<file path="src/rtl/wmarb_pkg.sv">
// Shared types and defaults for the world_map read-port arbiter.
// Holds the requester tag encoding, the return-pipeline entry and the stats helpers.
package wmarb_pkg;

    typedef enum logic [1:0] {
        REQ_NONE = 2'd0,
        REQ_VID  = 2'd1,
        REQ_BOT  = 2'd2,
        REQ_CPU  = 2'd3
    } req_id_e;

    localparam int WMARB_ADDR_W = 14;
    localparam int WMARB_DATA_W = 2;
    localparam int WMARB_STAT_W = 16;

    // One in-flight read: who issued it and whether it displaced a video slot.
    typedef struct packed {
        logic    valid;
        logic    stolen;
        req_id_e tag;
    } tag_t;

    function automatic logic [WMARB_STAT_W-1:0] sat_inc(input logic [WMARB_STAT_W-1:0] value,
                                                         input logic inc);
        return (inc && (value != '1)) ? value + 1'b1 : value;
    endfunction

endpackage

</file>
<file path="src/rtl/wmarb_tag_pipe.sv">
// Fixed-latency shift register carrying the requester tag of each granted read.
// The last stage lines up with the cycle in which that read's data is presented.
module wmarb_tag_pipe
    import wmarb_pkg::*;
#(
    parameter int DEPTH = 3
) (
    input  logic clk,
    input  logic reset,
    input  tag_t i_tag,
    output tag_t o_tag
);

    tag_t r_stage [DEPTH];

    always_ff @(posedge clk) begin
        if (reset) begin
            for (int i = 0; i < DEPTH; i++) begin
                r_stage[i] <= '0;
            end
        end else begin
            r_stage[0] <= i_tag;
            for (int i = 1; i < DEPTH; i++) begin
                r_stage[i] <= r_stage[i-1];
            end
        end
    end

    assign o_tag = r_stage[DEPTH-1];

endmodule

</file>
<file path="src/rtl/worldmap_port_arbiter.sv">
// Shares the world_map BRAM read port between video, rojobot and CPU debug reads.
// Optional grant/steal statistics are compiled in with the WMARB_STATS_EN macro.
module worldmap_port_arbiter
    import wmarb_pkg::*;
#(
    parameter int ADDR_W     = WMARB_ADDR_W,
    parameter int DATA_W     = WMARB_DATA_W,
    parameter int RD_LAT     = 2,
    parameter int MAX_STARVE = 8
) (
    input  logic              clk,
    input  logic              reset,
    input  logic              vid_req,
    input  logic [ADDR_W-1:0] vid_addr,
    output logic [DATA_W-1:0] vid_data,
    output logic              vid_stale,
    input  logic              bot_req,
    input  logic [ADDR_W-1:0] bot_addr,
    output logic              bot_gnt,
    output logic              bot_rvalid,
    output logic [DATA_W-1:0] bot_rdata,
    input  logic              cpu_req,
    input  logic [ADDR_W-1:0] cpu_addr,
    output logic              cpu_gnt,
    output logic              cpu_rvalid,
    output logic [DATA_W-1:0] cpu_rdata,
    output logic [ADDR_W-1:0] mem_addr,
    input  logic [DATA_W-1:0] mem_data
`ifdef WMARB_STATS_EN
    ,
    input  logic                    stat_clr,
    output logic [WMARB_STAT_W-1:0] stat_bot_cnt,
    output logic [WMARB_STAT_W-1:0] stat_cpu_cnt,
    output logic [WMARB_STAT_W-1:0] stat_steal_cnt
`endif
);

    localparam int STARVE_W = $clog2(MAX_STARVE + 1);

    logic [STARVE_W-1:0] r_starve;
    logic                r_rr_cpu;
    logic [ADDR_W-1:0]   r_mem_addr;
    logic [DATA_W-1:0]   r_mem_q;
    logic [DATA_W-1:0]   r_vid_hold;
    logic [DATA_W-1:0]   r_bot_hold;
    logic [DATA_W-1:0]   r_cpu_hold;

    logic                w_others;
    logic                w_pick_cpu;
    logic                w_steal;
    req_id_e             w_winner;
    logic [ADDR_W-1:0]   w_win_addr;
    tag_t                w_tag_in;
    tag_t                w_tag_out;
    logic                w_ret_valid;
    logic                w_ret_vid;
    logic                w_ret_bot;
    logic                w_ret_cpu;

    // Video normally wins; a due steal hands its slot to the round-robin pick.
    always_comb begin
        w_others   = bot_req | cpu_req;
        w_pick_cpu = cpu_req & (~bot_req | r_rr_cpu);
        w_steal    = ~reset & vid_req & w_others & (r_starve == STARVE_W'(MAX_STARVE));
        w_winner   = REQ_NONE;
        w_win_addr = r_mem_addr;
        if (reset) begin
            w_winner = REQ_NONE;
        end else if (vid_req && !w_steal) begin
            w_winner   = REQ_VID;
            w_win_addr = vid_addr;
        end else if (w_pick_cpu) begin
            w_winner   = REQ_CPU;
            w_win_addr = cpu_addr;
        end else if (bot_req) begin
            w_winner   = REQ_BOT;
            w_win_addr = bot_addr;
        end
    end

    always_ff @(posedge clk) begin
        if (reset) begin
            r_starve   <= '0;
            r_rr_cpu   <= 1'b0;
            r_mem_addr <= '0;
        end else begin
            r_mem_addr <= w_win_addr;
            if (w_winner == REQ_BOT) begin
                r_rr_cpu <= 1'b1;
            end else if (w_winner == REQ_CPU) begin
                r_rr_cpu <= 1'b0;
            end
            if (!w_others || w_steal) begin
                r_starve <= '0;
            end else if (w_winner == REQ_VID) begin
                r_starve <= r_starve + 1'b1;
            end
        end
    end

    always_comb begin
        w_tag_in.valid  = (w_winner != REQ_NONE);
        w_tag_in.stolen = w_steal;
        w_tag_in.tag    = w_winner;
    end

    wmarb_tag_pipe #(
        .DEPTH (RD_LAT + 1)
    ) u_tag_pipe (
        .clk   (clk),
        .reset (reset),
        .i_tag (w_tag_in),
        .o_tag (w_tag_out)
    );

    assign w_ret_valid = w_tag_out.valid & ~reset;
    assign w_ret_vid   = w_ret_valid & (w_tag_out.tag == REQ_VID);
    assign w_ret_bot   = w_ret_valid & (w_tag_out.tag == REQ_BOT);
    assign w_ret_cpu   = w_ret_valid & (w_tag_out.tag == REQ_CPU);

    // r_mem_q is the BRAM word aligned with the pipe's last stage; holds keep data between pulses.
    always_ff @(posedge clk) begin
        if (reset) begin
            r_mem_q    <= '0;
            r_vid_hold <= '0;
            r_bot_hold <= '0;
            r_cpu_hold <= '0;
        end else begin
            r_mem_q <= mem_data;
            if (w_ret_vid) r_vid_hold <= r_mem_q;
            if (w_ret_bot) r_bot_hold <= r_mem_q;
            if (w_ret_cpu) r_cpu_hold <= r_mem_q;
        end
    end

    assign bot_gnt    = (w_winner == REQ_BOT);
    assign cpu_gnt    = (w_winner == REQ_CPU);
    assign mem_addr   = r_mem_addr;
    assign vid_data   = w_ret_vid ? r_mem_q : r_vid_hold;
    assign vid_stale  = w_ret_valid & w_tag_out.stolen;
    assign bot_rvalid = w_ret_bot;
    assign bot_rdata  = w_ret_bot ? r_mem_q : r_bot_hold;
    assign cpu_rvalid = w_ret_cpu;
    assign cpu_rdata  = w_ret_cpu ? r_mem_q : r_cpu_hold;

`ifdef WMARB_STATS_EN
    logic [WMARB_STAT_W-1:0] r_stat_bot;
    logic [WMARB_STAT_W-1:0] r_stat_cpu;
    logic [WMARB_STAT_W-1:0] r_stat_steal;

    always_ff @(posedge clk) begin
        if (reset || stat_clr) begin
            r_stat_bot   <= '0;
            r_stat_cpu   <= '0;
            r_stat_steal <= '0;
        end else begin
            r_stat_bot   <= sat_inc(r_stat_bot, bot_gnt);
            r_stat_cpu   <= sat_inc(r_stat_cpu, cpu_gnt);
            r_stat_steal <= sat_inc(r_stat_steal, w_steal);
        end
    end

    assign stat_bot_cnt   = r_stat_bot;
    assign stat_cpu_cnt   = r_stat_cpu;
    assign stat_steal_cnt = r_stat_steal;
`endif

endmodule
</file>
<file path="config.mk">
export PLATFORM = sky130hd
export DESIGN_NAME = worldmap_port_arbiter
export DESIGN_NICKNAME = d
export VERILOG_FILES = /design/src/rtl/wmarb_pkg.sv /design/src/rtl/wmarb_tag_pipe.sv /design/src/rtl/worldmap_port_arbiter.sv
export SDC_FILE = /design/constraint.sdc
export NUM_CORES = 1
export LEC_CHECK = 0
export CAP_MARGIN = 5
export CORE_UTILIZATION = 45
export DETAILED_ROUTE_END_ITERATION = 8
export PLACE_DENSITY = 0.84
export SYNTH_ARGS = -nofsm -noshare
export SYNTH_HDL_FRONTEND = slang
export SYNTH_SLANG_ARGS = --single-unit
</file>
<file path="constraint.sdc">
create_clock -name clk -period 3.55 [get_ports clk]
set_input_delay 0.5325 -clock clk [delete_from_list [all_inputs] [get_ports clk]]
set_output_delay 0.5325 -clock clk [all_outputs]
set_load 0.01 [all_outputs]
</file>
==> qor.txt <==
Top-count cell post-synth - dfxtp_1
Synth cell count leaders - dfxtp_1, inv_1, nand2_1
Seq/Total Area, Yosys - 0.463
GPL Wtd Cong - 0.733
Die H - 63.2 um
Yosys reg bits - 39
Clock Tree Buf Depth - 2
Slew Limit Fails - 0
Layout Nets - 295
Setup violators final - 0
Syn. warnings - 0
Diode count - 0
Crit Path Class - in2out
Core Rows - 21
Final Hold Vio Count - 0
Starting Density - 0.486
Buf/Inv on CP - 2
Hold Crit Class - reg2reg
Slew HR - 0.570
CP startpoint kind - input pin
Setup slack at placement - 0.709 ns
Core Box Area - 3470 um2
CP Cell Sequence - clkdlybuf4s50_1 > nor2b_1 > and3b_1 > mux2_2 > clkdlybuf4s50_1
Skew final - 0.00173 ns
Setup bufs post-CTS - 0
Vias per inst - 4.82
Reg clk slew, reported paths - 0.07 ns
RSZ-0062 raised after global routing - no
Cell area after synthesis - 1690 um2
Vias after detailed routing - 1402
Post-Route WL - 3.75 mm
Top FF cell, synth - dfxtp_1
Slew @ Worst Pin - 0.640 ns
Yosys cell types - 30
Largest net degree at the start of global routing - 24
Worst IR Drop VDD - 238 uV
Maximum capacitance violations - 0
Vias in the first global route - 1427
Antenna Nets Post-Route - 0
Final worst path period share - 0.798
Die area - 4000 um2
# DRC - 0
Leakage - 1.11 nW
CP max stage cell - clkdlybuf4s50_1
Max frequency - 353 MHz
Layout fillers - 276
Total design power - 1.01 mW
Synth top area cells - dfxtp_1, o221ai_2, mux2i_1
Initial antenna violation count - 0
Area growth from synthesis to layout - 53.0%
Total power divided by cell area - 390 nW/um2
Skew-Pair Late Insertion Delay - 0.29 ns
Hold buffer count at cts - 0
Final Instance Count excl. Fillers - 291
Post-synth ARST share - 0
CP Capture Type - primary output
H-tree depth - 2
Half-perimeter wire length after placement - 2.80 mm
Post-cts sizing count - 0
Final setup margin - 0.718 ns
Setup TNS - 0 ns
Top cell by count, worst path - clkdlybuf4s50_1
Starting DRT DRC Count - 38
# port buffers - 73
CTS Buf Count - 5
Share of the synthesized area in the top cell type - 0.463
Die Wd - 63.2 um
Min Clock Period, post-route - 2.83 ns
GRT overflow - 0
Routed len/inst - 12.9 um
TritonCTS clock tree - yes
Synth area leader - dfxtp_1
Placed insts - 283
First-pass GRT wire length - 6.25 mm
Slowest stage delay, CP - 0.48 ns
Post-synth EDFFs - 0
Status - completed
Boundary pin count - 74
Cells after Synth - 166
Clk sinks - 39
Drt pass-1 iters - 4
Syn Nets - 217
Crit path max-delay family - buffers and inverters
Root buf cell - clkbuf_8
Share of cells above drive strength 1 - 0.131
Avg Cell Area, Syn - 10.2 um2
CP Max Fanout - 4
Critical Path AT - 2.30 ns
Worst EP required - 3.02 ns
GRT Resource Usage Total - 0.203
==> final timing paths <==
path | startpoint | to | slack, ns | cells after the start
setup / recovery | reset | bot_rdata[0] | 0.72 | 5
hold / removal | u_tag_pipe.r_stage[0][5] | u_tag_pipe.r_stage[0][9] | 0.44 | 1
setup reg to reg | r_starve[0] | mem_addr[4] | 1.82 | 6
hold reg to reg | u_tag_pipe.r_stage[0][5] | u_tag_pipe.r_stage[0][9] | 0.44 | 1
==> logic make-up (layout without fill, tap and decap cells) <==
| kind of cell | count (synthesis) | after routing | synth area share |
|---|---|---|---|
| flops | 39 | 39 | 0.463 |
| compound gates | 19 | 19 | 0.134 |
| fa+ha+maj | 2 | 2 | 0.0148 |
| mux | 20 | 20 | 0.123 |
| xor+xnor | 3 | 3 | 0.0156 |
| simple gates | 57 | 57 | 0.180 |
| buf+inv | 26 | 105 | 0.0697 |
==> stage by stage <==
| step | hold slack, ns | area (um2) | utilization |
|---|---|---|---|
| after floorplan | 0.414 | 1690 | - |
| after global placement | 0.416 | 2460 | 0.710 |
| after detailed placement | 0.420 | 2460 | 0.710 |
| after CTS | 0.438 | 2580 | 0.744 |
| after global routing | 0.458 | 2580 | 0.744 |
| final | 0.435 | 2580 | 0.744 |
==> layout make-up <==
type	count	area, um2	share of cell area
multi-input cells	101	788	0.306
flip-flops and latches	39	781	0.303
repair buffers	77	761	0.295
clock buffers	6	82.6	0.0320
inverters	20	75.1	0.0291
well taps	46	57.6	0.0223
clock inverters	2	35.0	0.0136
==> layout by cell type (no fill, tap or decap), types with 2 or more instances in the layout <==
cell / instances
clkbuf_8: 6
o221ai_2: 10
mux2_2: 6
buf_4: 4
dfxtp_1: 39
a21oi_1: 3
o221ai_1: 4
clkdlybuf4s50_1: 73
inv_1: 20
and3b_1: 2
nand2_1: 19
nor2_1: 9
nor2b_1: 17
xor2_1: 2
ha_1: 2
mux2i_1: 14
==> state kept, by name, indices dropped and copies added (netlist names) <==
signal              cells
r_cpu_hold              2
u_tag_pipe.r_stage     12
mem_addr               14
r_starve                4
r_vid_hold              2
r_mem_q                 2
r_rr_cpu                1
r_bot_hold              2
==> layer usage <==
metal	wire [um]	up-vias	global-route usage
li1	-	714	-
met1	1540	631	0.209
met2	1900	46	0.366
met3	208	11	0.0580
met4	104	0	0.111
met5	0	-	0
==> worst register-to-register path, stage by stage (launching register included) <==
cell	delay, ns
dfxtp_1	0.35
inv_1	0.07
ha_1	0.14
nand4b_1	0.14
or3_4	0.41
nand2_2	0.34
o221ai_1	0.17
==> where the power goes <==
group	switching [mW]	total, mW	internal [mW]
Sequential	0.0105	0.469	0.458
Clock	0.148	0.375	0.227
Combinational	0.0625	0.162	0.0993
Total	0.221	1.01	0.785
(Power assumes the default switching activity.)
